File: config.mk
export PLATFORM = sky130hd
export DESIGN_NAME = pl_iter_unit_arbiter
export DESIGN_NICKNAME = d
export VERILOG_FILES = /design/src/rtl/pl_iter_pkg.sv /design/src/rtl/pl_rr_arb2.sv /design/src/rtl/pl_iter_unit_arbiter.sv
export SDC_FILE = /design/constraint.sdc
export NUM_CORES = 1
export LEC_CHECK = 0
export ABC_CLOCK_PERIOD_IN_PS = 4000
export CAP_MARGIN = 20
export CORE_UTILIZATION = 48
export CTS_CLUSTER_SIZE = 8
export DETAILED_ROUTE_END_ITERATION = 6
export GPL_ROUTABILITY_DRIVEN = 0
export PLACE_DENSITY = 0.86
export SLEW_MARGIN = 20
export SYNTH_ARGS = -nofsm -noshare
export SYNTH_HDL_FRONTEND = slang
export SYNTH_SLANG_ARGS = --single-unit
File: constraint.sdc
create_clock -name clk -period 4 [get_ports clk]
set_input_delay 0.4 -clock clk [delete_from_list [all_inputs] [get_ports clk]]
set_output_delay 0.4 -clock clk [all_outputs]
set_load 0.03 [all_outputs]
File: src/rtl/pl_iter_pkg.sv
// Shared definitions for the iterative divide/square-root arbiter: FSM states,
// shared-core opcodes, owner encoding and default iteration counts.
package pl_iter_pkg;

  typedef enum logic [1:0] {
    IDLE  = 2'd0,
    START = 2'd1,
    BUSY  = 2'd2,
    DONE  = 2'd3
  } state_t;

  localparam logic [1:0] OP_UDIV  = 2'b00;
  localparam logic [1:0] OP_SDIV  = 2'b01;
  localparam logic [1:0] OP_FDIV  = 2'b10;
  localparam logic [1:0] OP_FSQRT = 2'b11;

  localparam logic OWNER_INT = 1'b0;
  localparam logic OWNER_FP  = 1'b1;

  localparam int DEF_INT_ITERS   = 32;
  localparam int DEF_FDIV_ITERS  = 26;
  localparam int DEF_FSQRT_ITERS = 26;
  localparam int DEF_CNT_W       = 6;

endpackage

File: src/rtl/pl_rr_arb2.sv
// Two-requester round-robin picker (INT vs FP) for the shared iterative core.
// On a tie the requester that did not win last time is chosen.
module pl_rr_arb2
  import pl_iter_pkg::*;
(
  input  logic clk,
  input  logic clr,
  input  logic req_int,
  input  logic req_fp,
  input  logic take,
  output logic gnt_valid,
  output logic gnt_owner
);

  logic last_grant;

  always_comb begin
    gnt_valid = req_int | req_fp;
    if (req_int && req_fp) begin
      gnt_owner = ~last_grant;
    end else if (req_fp) begin
      gnt_owner = OWNER_FP;
    end else begin
      gnt_owner = OWNER_INT;
    end
  end

  // Resetting to FP makes INT win the first tie after reset.
  always_ff @(posedge clk or posedge clr) begin
    if (clr) begin
      last_grant <= OWNER_FP;
    end else if (take && gnt_valid) begin
      last_grant <= gnt_owner;
    end
  end

endmodule

File: src/rtl/pl_iter_unit_arbiter.sv
// Arbiter and sequencer for the shared iterative div/sqrt core (INT M-ext vs FPU).
// Optional macro ITER_EARLY_OUT_EN: trivial integer ops skip the core and finish one cycle after grant.
module pl_iter_unit_arbiter
  import pl_iter_pkg::*;
#(
  parameter int INT_ITERS   = DEF_INT_ITERS,
  parameter int FDIV_ITERS  = DEF_FDIV_ITERS,
  parameter int FSQRT_ITERS = DEF_FSQRT_ITERS,
  parameter int CNT_W       = DEF_CNT_W
) (
  input  logic       clk,
  input  logic       clr,
  input  logic       int_req,
  input  logic       int_signed,
  input  logic       int_rem,
  input  logic       int_trivial,
  input  logic       fp_req,
  input  logic       fp_sqrt,
  input  logic       int_kill,
  input  logic       fp_kill,
  output logic       core_start,
  output logic       core_en,
  output logic [1:0] core_op,
  output logic       core_rem,
  output logic       owner,
  output logic       busy,
  output logic       int_done,
  output logic       fp_done,
  output logic       int_wait,
  output logic       fp_wait
);

  state_t           state;
  logic [CNT_W-1:0] cnt;
  logic             take;
  logic             gnt_valid;
  logic             gnt_owner;
  logic [1:0]       gnt_op;
  logic [CNT_W-1:0] gnt_cnt;
  logic             gnt_trivial;
  logic             owner_kill;

  assign take = (state == IDLE);

  pl_rr_arb2 u_arb (
    .clk       (clk),
    .clr       (clr),
    .req_int   (int_req),
    .req_fp    (fp_req),
    .take      (take),
    .gnt_valid (gnt_valid),
    .gnt_owner (gnt_owner)
  );

  always_comb begin
    gnt_op  = int_signed ? OP_SDIV : OP_UDIV;
    gnt_cnt = CNT_W'(INT_ITERS - 1);
    if (gnt_owner == OWNER_FP) begin
      gnt_op  = fp_sqrt ? OP_FSQRT : OP_FDIV;
      gnt_cnt = fp_sqrt ? CNT_W'(FSQRT_ITERS - 1) : CNT_W'(FDIV_ITERS - 1);
    end
  end

`ifdef ITER_EARLY_OUT_EN
  assign gnt_trivial = (gnt_owner == OWNER_INT) & int_trivial;
`else
  logic unused_trivial;
  assign unused_trivial = int_trivial;
  assign gnt_trivial    = 1'b0;
`endif

  assign owner_kill = (owner == OWNER_FP) ? fp_kill : int_kill;

  // Single FSM plus iteration counter; a kill of the current owner aborts straight to IDLE.
  always_ff @(posedge clk or posedge clr) begin
    if (clr) begin
      state    <= IDLE;
      cnt      <= '0;
      owner    <= OWNER_INT;
      core_op  <= OP_UDIV;
      core_rem <= 1'b0;
    end else begin
      case (state)
        IDLE: begin
          if (gnt_valid) begin
            owner    <= gnt_owner;
            core_op  <= gnt_op;
            core_rem <= (gnt_owner == OWNER_INT) & int_rem;
            cnt      <= gnt_cnt;
            state    <= gnt_trivial ? DONE : START;
          end
        end
        START: state <= owner_kill ? IDLE : BUSY;
        BUSY: begin
          if (owner_kill) begin
            state <= IDLE;
          end else if (cnt == '0) begin
            state <= DONE;
          end else begin
            cnt <= cnt - 1'b1;
          end
        end
        DONE: state <= IDLE;
      endcase
    end
  end

  // Kill gating is combinational so an aborted op never shows an extra iteration or a done.
  assign busy       = (state != IDLE);
  assign core_start = (state == START);
  assign core_en    = (state == BUSY) & ~owner_kill;
  assign int_done   = (state == DONE) & (owner == OWNER_INT) & ~int_kill;
  assign fp_done    = (state == DONE) & (owner == OWNER_FP) & ~fp_kill;
  assign int_wait   = int_req & ~int_done;
  assign fp_wait    = fp_req & ~fp_done;

endmodule
==> metrics.cfg, run 1 <==
[run_status]
status = finished, final reports clean

[logic_synthesis]
synthCells = 71
ys_top_cells_by_area = dfrtp_1 (39%), mux2i_1 (5.7%), dfstp_2 (3.7%)
yosysTopAreaCellShare_pct = 39.08
synth_seq_area_share_pct = 42.81
synth.most_common_cell = dfrtp_1
ys_async_sr_fraction_pct = 100.0
synth_area_per_cell_sq_um = 9.921
synth_nets = 83
synthesis.area_sq_um = 704.4
synth_cell_types = 30
synthTopCellsByCount = dfrtp_1 (11), nor2_1 (7)
ys_ff_latch = 12
synthFlopType = dfrtp_1
synth_top_area_cell = dfrtp_1
synth_edf_count = 0
yosysWarnings = 0

[floorplanning]
rows = 13
core-area_sq_um = 1334
io_pins = 21
die_h_microns = 40.31
die_area_sq_um = 1625
start_util_pct = 52.81
die_x_microns = 40.31

[placed_design]
place_area_sq_um = 905.9
io_buffers = 19
post-place-ws_ns = 1.660
dp_hpwl_microns = 1128

[sta]
min_period_ns = 2.331
maxSlewHeadroom_pct = 65.90
max_clock_freq_ghz = 0.4290
rsz0062_at_grt = false
drv_slew = 0
setup_viol = 0
finalSetupTns_ns = 0
tightestPinTransition_ns = 0.5062
clock_skew_ns = 0.007484
period_share_pct = 58.27
final_hold_viol_count = 0
fin_ws_ns = 1.669

[worst_setup_path]
critPathArrivalTime_ns = 1.93
endpoint_kind = output pin
setup.worst_path.class = primary input to output pin
r2r_start = cnt[0]$_DFFE_PP0P_
path_max_fanout = 3
worstSetupStartpointType = primary input
crit_required_ns = 3.60
startpoint = int_kill

[layout]
fin_area_sq_um = 932.1
syn_to_final_growth_pct = 32.33
final_util_pct = 69.89
num_antenna_cells = 0
drive_gt1_share_pct = 10.75
nets = 106

[cts]
clk_latency_ns = 0.28
cts_resized = 0
h-tree-depth = 1
ctsLongestPathBuffers = 2
postCtsHoldBufs = 0
cts_setup_buffers = 0
cts_buffers = 3
cts_sinks = 12
clk_pin_slew_ns = 0.08
clk_root_buffer_cell = clkbuf_4
tritoncts = done

[global_route]
busiest_layer = met2
grt_max_degree = 13
grtUsageMet1_pct = 26.80
grt.overflow.total = 0
track_usage_pct = 22.71
grt_pass1_vias = 529
grt_first_pass_wirelength_microns = 2346
grt_use_met2_pct = 39.11
grt_use_met3_pct = 6.667
antenna_found_initial = 0

[power_and_ir_drop]
p_total_mw = 0.6479
p_comb_share_pct = 53.8
peakVddDrop_v = 0.0003906
cellPowerDensity_nw_per_um2 = 695.1
leakagePower_nw = 0.3841
power.share.sequential_pct = 33.5
p_clk_share_pct = 12.7
switchingPower_mw = 0.2875
p_sw_share_pct = 44.38
intPower_mw = 0.3604

[route]
drc = 0
dr.pass1.iters = 4
num_vias = 624
drt-vias-per-instance = 5.778
wl_per_cell_microns = 13.97
drtAntennaViolNets = 0
drt_wl_total_microns = 1509
first_iter_violations = 32

[job]
maxCapViolations = 0

[hold_path]
hp-class = primary input to asynchronous set/reset pin

==> cells by family (layout without fill, tap and decap cells) <==
family                     after synthesis  count (layout)  share of synthesized area (%)
and+or+nand+nor                         29              29                          22.74
AOI/OAI and AO/OA                       17              17                          18.30
DFF                                     12              12                          42.81
muxes                                    6               6                          9.413
buffers and inverters                    5              27                          3.197
adders and majority gates                2               2                          3.552
==> routing by layer <==
| layer | vias to the layer above | part of all wire, % | routed length (microns) |
|---|---|---|---|
| met5 | - | 0 | 0 |
| met4 | 0 | 1.1 | 16 |
| met3 | 3 | 8.2 | 123 |
| met2 | 30 | 49 | 746 |
| met1 | 286 | 41 | 622 |
| li1 | 305 | - | - |
==> registers in the layout, summed over array words and instances (netlist names) <==
signal,cells
core_op,2
u_arb.last_grant,1
state,2
core_rem,1
cnt,6
==> cell type report <==
class | count | area (sq um)
Inverter | 4 | 15.01
Tap cell | 15 | 18.77
Sequential cell | 12 | 301.5
Timing Repair Buffer | 19 | 190.2
Multi-Input combinational cell | 54 | 380.4
Clock buffer | 4 | 26.28
Fill cell | 100 | 401.6
==> cell usage in the layout, fill, tap and decap left out, types with 2 or more instances in the layout <==
cell / Yosys / final
nor2b_1: 4 / 4
clkbuf_4: 0 / 3
dfrtp_1: 11 / 11
inv_1: 4 / 4
o21ai_0: 2 / 2
ha_1: 2 / 2
nor3_1: 4 / 4
o21a_1: 2 / 2
nor2_1: 7 / 7
a21oi_1: 4 / 4
clkdlybuf4s50_1: 0 / 19
nand2_1: 4 / 4
a31oi_1: 3 / 3
nand4_1: 3 / 3
mux2i_1: 4 / 4
==> power by group through the flow <==
stage	sequential (mW)	clock (mW)	combinational (mW)
after floorplan	0.236	0	0.217
after global placement	0.215	0	0.343
after detailed placement	0.218	0	0.347
after CTS	0.216	0.0844	0.349
after global routing	0.225	0.0880	0.378
final	0.217	0.0824	0.349
==> stage by stage <==
stage	std cells	hold slack, ns
2_1_floorplan	71	0.2640
3_3_place_gp	104	0.4764
3_5_place_dp	104	0.4819
4_1_cts	108	0.4292
5_1_grt	108	0.4996
6_report	108	0.4137
==> path summary, 6_finish.rpt <==
| kind | endpoint | slack, ns | cells past startpoint |
|---|---|---|---|
| setup / recovery | core_en | 1.67 | 4 |
| hold / removal | cnt[0]$_DFFE_PP0P_ | 0.41 | 2 |
| setup reg to reg | cnt[2]$_DFFE_PP0P_ | 2.31 | 6 |
| hold reg to reg | core_op[0]$_DFFE_PP0P_ | 0.50 | 2 |
| max in group asynchronous | u_arb.last_grant$_DFFE_PP1P_ | 3.24 | 2 |
| min in group clk | core_op[0]$_DFFE_PP0P_ | 0.50 | 2 |
==> critical path, stage by stage <==
cell and delay [ns]:
clkdlybuf4s50_1 0.45, mux2_4 0.31, nor2_1 0.10, clkdlybuf4s50_1 0.67
Note: power is estimated with default switching activity, not from simulation.
==> run 2, diff against run 1 <==
--- a/config.mk
+++ b/config.mk
@@ -5,13 +5,13 @@
 export SDC_FILE = /design/constraint.sdc
 export NUM_CORES = 1
 export LEC_CHECK = 0
-export ABC_CLOCK_PERIOD_IN_PS = 4000
+export ABC_CLOCK_PERIOD_IN_PS = 1900
 export CAP_MARGIN = 20
-export CORE_UTILIZATION = 48
+export CORE_UTILIZATION = 40
 export CTS_CLUSTER_SIZE = 8
 export DETAILED_ROUTE_END_ITERATION = 6
 export GPL_ROUTABILITY_DRIVEN = 0
-export PLACE_DENSITY = 0.86
+export PLACE_DENSITY = 0.77
 export SLEW_MARGIN = 20
 export SYNTH_ARGS = -nofsm -noshare
 export SYNTH_HDL_FRONTEND = slang
==> constraint.sdc (replaced) <==
create_clock -name clk -period 1.9 [get_ports clk]
set_input_delay 0.19 -clock clk [delete_from_list [all_inputs] [get_ports clk]]
set_output_delay 0.19 -clock clk [all_outputs]
set_load 0.03 [all_outputs]
==> metrics.cfg, run 2 (synthesized netlist as in run 1, its figures left out) <==
[global_route]
track_usage_pct = 19.44
grt.overflow.total = 0
antenna_found_initial = 0
grt_max_degree = 13
grt_pass1_vias = 598
grt_first_pass_wirelength_microns = 2670

[cts]
clk_root_buffer_cell = clkbuf_4
tritoncts = done
cts_setup_buffers = 0
clk_pin_slew_ns = 0.08
h-tree-depth = 1
ctsLongestPathBuffers = 2
postCtsHoldBufs = 0
clk_latency_ns = 0.28
cts_buffers = 3
cts_sinks = 12
cts_resized = 4

[layout]
nets = 110
num_antenna_cells = 0
drive_gt1_share_pct = 17.53
reg_top3 = cnt (6), core_op (2), state (2)
largest_register_ff_count = 6
final_cell_mix = clkdlybuf4s50_1 (14), dfrtp_1 (11), nor2_1 (7), buf_4 (5)
top_register = cnt
layout_commonest_cell = clkdlybuf4s50_1
syn_to_final_growth_pct = 37.83

[placed_design]
io_buffers = 19
dp_hpwl_microns = 1265

[worst_setup_path]
worstSetupStartpointType = flop
worst-r2r-cell-count = 6
setup.worst_path.class = flop to output pin
path_max_fanout = 7
reg2reg_to = cnt[2]$_DFFE_PP0P_
r2r_start = cnt[0]$_DFFE_PP0P_
crit_required_ns = 1.71
reg2reg_slack_ns = 0.22
endpoint_kind = output pin
critPathArrivalTime_ns = 1.64

[route]
first_iter_violations = 13
dr.pass1.iters = 6
num_vias = 637
drt-vias-per-instance = 5.637
drc = 3
wl_per_cell_microns = 13.93
drt_wl_total_microns = 1574
drtAntennaViolNets = 0

[floorplanning]
die_h_microns = 43.97
start_util_pct = 44.68
io_pins = 21
rows = 14
core-area_sq_um = 1577
die_x_microns = 43.97
die_area_sq_um = 1933

[sta]
tightestPinTransition_ns = 0.4532
max_clock_freq_ghz = 0.5472
clock_skew_ns = 0.005861
setup_viol = 0
period_share_pct = 96.19
finalSetupTns_ns = 0
holdWs_ns = 0.2075
maxSlewHeadroom_pct = 69.76
min_period_ns = 1.828
final_hold_viol_count = 0
drv_slew = 0
rsz0062_at_grt = false

[hold_path]
hp-class = primary input to asynchronous set/reset pin

[job]
maxCapViolations = 0

[power_and_ir_drop]
cellPowerDensity_nw_per_um2 = 1489
leakagePower_nw = 0.4243
peakVddDrop_v = 0.001125
p_total_mw = 1.446

[run_status]
status = complete, but fails checks
violations = DRC

run 2: cell count changes in the layout (fill, tap and decap cells not counted), sizes merged:
cell           before  now
dlygate4sd2         0    4
buf                 0    5
clkdlybuf4s50      19   14
run 2: through the flow:
step	std cells	util, %	worst slack [ns]	cell area (sq um)
2_1_floorplan	71	-	0.02498	709.4
3_3_place_gp	109	59.60	0.1280	939.7
6_report	113	61.59	0.07240	970.9
4_1_cts	113	61.59	0.06911	970.9
3_5_place_dp	109	59.60	0.08957	939.7
5_1_grt	113	61.59	0.007091	970.9
run 2: report_power, final:
| group | internal, mW | switching, mW | total, mW |
|---|---|---|---|
| clock network | 0.117 | 0.0913 | 0.208 |
| registers | 0.353 | 0.106 | 0.459 |
| logic | 0.353 | 0.426 | 0.779 |
| total | 0.823 | 0.623 | 1.45 |
run 2: cell type report:
type,count,area (sq um)
well taps,16,20.02
flip-flops and latches,12,301.5
repair buffers,23,212.7
inverters,4,15.01
clock buffers,4,36.28
multi-input cells,54,385.4
fillers,139,605.6
run 2: critical path: stages (launching register included):
cell             delay [ns]
dfrtp_1                0.45
and2b_1                0.24
clkdlybuf4s50_1        0.67
run 2: worst max path at each step:
stage	from	endpoint	slack, ns	cells after the start
2_1_floorplan	core_op[1]$_DFFE_PP0P_	int_wait	0.02	2
3_3_place_gp	int_kill	int_done	0.13	3
3_5_place_dp	int_kill	int_wait	0.09	4
4_1_cts	state[1]$_DFFE_PP0P_	core_start	0.07	2
5_1_grt	state[1]$_DFFE_PP0P_	core_start	0.007	2
6_report	state[1]$_DFFE_PP0P_	core_start	0.07	2
run 2: layer usage:
metal | global-route usage (%) | wire (microns) | part of all wire, % | up-vias
met2 | 31.94 | 780 | 50 | 22
met4 | 10.30 | 19 | 1.2 | 0
met1 | 24.40 | 684 | 43 | 304
met3 | 3.333 | 90 | 5.7 | 2
li1 | - | - | - | 309
met5 | 0 | 0 | 0 | -
==> run 3, diff against run 2 <==
--- a/config.mk
+++ b/config.mk
@@ -11,7 +11,7 @@
 export CTS_CLUSTER_SIZE = 8
 export DETAILED_ROUTE_END_ITERATION = 6
 export GPL_ROUTABILITY_DRIVEN = 0
-export PLACE_DENSITY = 0.77
+export PLACE_DENSITY = 0.72
 export SLEW_MARGIN = 20
 export SYNTH_ARGS = -nofsm -noshare
 export SYNTH_HDL_FRONTEND = slang
==> metrics.cfg, run 3 (synthesized netlist as in run 1, its figures left out) <==
[run_status]
status = finished, final reports clean

[cts]
cts_setup_buffers = 0
clk_pin_slew_ns = 0.08
cts_sinks = 12
cts_buffers = 3
clk_latency_ns = 0.27
ctsLongestPathBuffers = 2
tritoncts = done
h-tree-depth = 1
clk_root_buffer_cell = clkbuf_4

[layout]
largest_register_ff_count = 6
num_antenna_cells = 0
final_cell_mix = clkdlybuf4s50_1 (14), dfrtp_1 (11), nor2_1 (7)
nFillCells = 136
syn_to_final_growth_pct = 36.77
nets = 109
stdcell_count = 112
top_register = cnt
drive_gt1_share_pct = 16.67
layout_commonest_cell = clkdlybuf4s50_1
reg_top3 = cnt (6), core_op (2), state (2)
final_util_pct = 61.11

[sta]
finalSetupTns_ns = 0
clock_skew_ns = 0.001634
fin_ws_ns = 0.09138
tightestPinTransition_ns = 0.4627
period_share_pct = 95.19
rsz0062_at_grt = false
max_clock_freq_ghz = 0.5529
setup_viol = 0
maxSlewHeadroom_pct = 68.82
drv_slew = 0
final_hold_viol_count = 0
min_period_ns = 1.809

[placed_design]
dp_hpwl_microns = 1139
dp_cells = 108
post-place-ws_ns = 0.1127
io_buffers = 19

[floorplanning]
start_util_pct = 44.68
io_pins = 21
rows = 14
core-area_sq_um = 1577
die_area_sq_um = 1933
die_x_microns = 43.97
die_h_microns = 43.97

[global_route]
grt_max_degree = 13
busiest_layer = met2
grt_use_met2_pct = 28.96
grtUsageMet1_pct = 22.55
grt_first_pass_wirelength_microns = 2463
grt_use_met3_pct = 4.167
track_usage_pct = 17.19
grt_pass1_vias = 574
antenna_found_initial = 0
grt.overflow.total = 0

[power_and_ir_drop]
intPower_mw = 0.8088
peakVddDrop_v = 0.0007965
switchingPower_mw = 0.6054
p_comb_share_pct = 53.2
cellPowerDensity_nw_per_um2 = 1468
power.share.sequential_pct = 32.5
leakagePower_nw = 0.4197
p_clk_share_pct = 14.2
p_sw_share_pct = 42.81

[route]
num_vias = 619
drt-vias-per-instance = 5.527
wl_per_cell_microns = 12.79
first_iter_violations = 11
dr.pass1.iters = 6
drt_wl_total_microns = 1433
drc = 0
drtAntennaViolNets = 0

[worst_setup_path]
critPathArrivalTime_ns = 1.62
endpoint_kind = output pin
worstSetupStartpointType = flop
r2r_start = cnt[0]$_DFFE_PP0P_
path_max_fanout = 7
startpoint = state[1]$_DFFE_PP0P_
crit_required_ns = 1.71
setup.worst_path.class = flop to output pin

[job]
maxCapViolations = 0

[hold_path]
hp-class = primary input to asynchronous set/reset pin

run 3: final timing paths:
kind                                           endpoint  slack [ns]  depth (start not counted)
hold / removal                       cnt[2]$_DFFE_PP0P_        0.23                          2
min in group clk                 core_op[0]$_DFFE_PP0P_        0.50                          2
hold reg to reg                  core_op[0]$_DFFE_PP0P_        0.50                          2
setup reg to reg                     cnt[2]$_DFFE_PP0P_        0.22                          6
max in group asynchronous  u_arb.last_grant$_DFFE_PP1P_        1.33                          2
setup / recovery                             core_start        0.09                          2
run 3: metal layers:
metal	share of wire [%]	routed length, microns
met5	0	0
met4	0	0
met3	3.5	50
met2	48	685
met1	49	696
run 3: metrics by stage:
stage / hold slack, ns / area, sq um / power, mW
after floorplan: 0.05398 / 709.4 / 0.9569
after global placement: 0.4803 / 932.1 / 1.210
after detailed placement: 0.4786 / 932.1 / 1.227
after CTS: 0.2358 / 963.4 / 1.425
after global routing: 0.2633 / 963.4 / 1.519
final: 0.2252 / 963.4 / 1.414
run 3: critical path: stages (launching register included):
cell	delay, ns
dfrtp_1	0.45
and2b_1	0.24
clkdlybuf4s50_1	0.66
run 3: power by group through the flow:
stage	clock network [mW]	registers, mW	logic (mW)
detailed placement	0	0.464	0.763
CTS	0.208	0.460	0.757
global placement	0	0.455	0.755
finish	0.201	0.460	0.753
global route	0.217	0.479	0.822
floorplan	0	0.497	0.460
run 3: final cells by class:
| cell class | count | area [sq um] | share of cell area [%] |
|---|---|---|---|
| Clock buffer | 4 | 36.28 | 3.766 |
| Inverter | 4 | 15.01 | 1.558 |
| Multi-Input combinational cell | 54 | 385.4 | 40.00 |
| Sequential cell | 12 | 301.5 | 31.30 |
| Tap cell | 16 | 20.02 | 2.078 |
| Timing Repair Buffer | 22 | 205.2 | 21.30 |
run 3: repair_timing:
item	CTS	global route
hold buffers	0	0
resized for setup	4	0
setup endpoints to repair	4	0
hold endpoints to repair	0	0
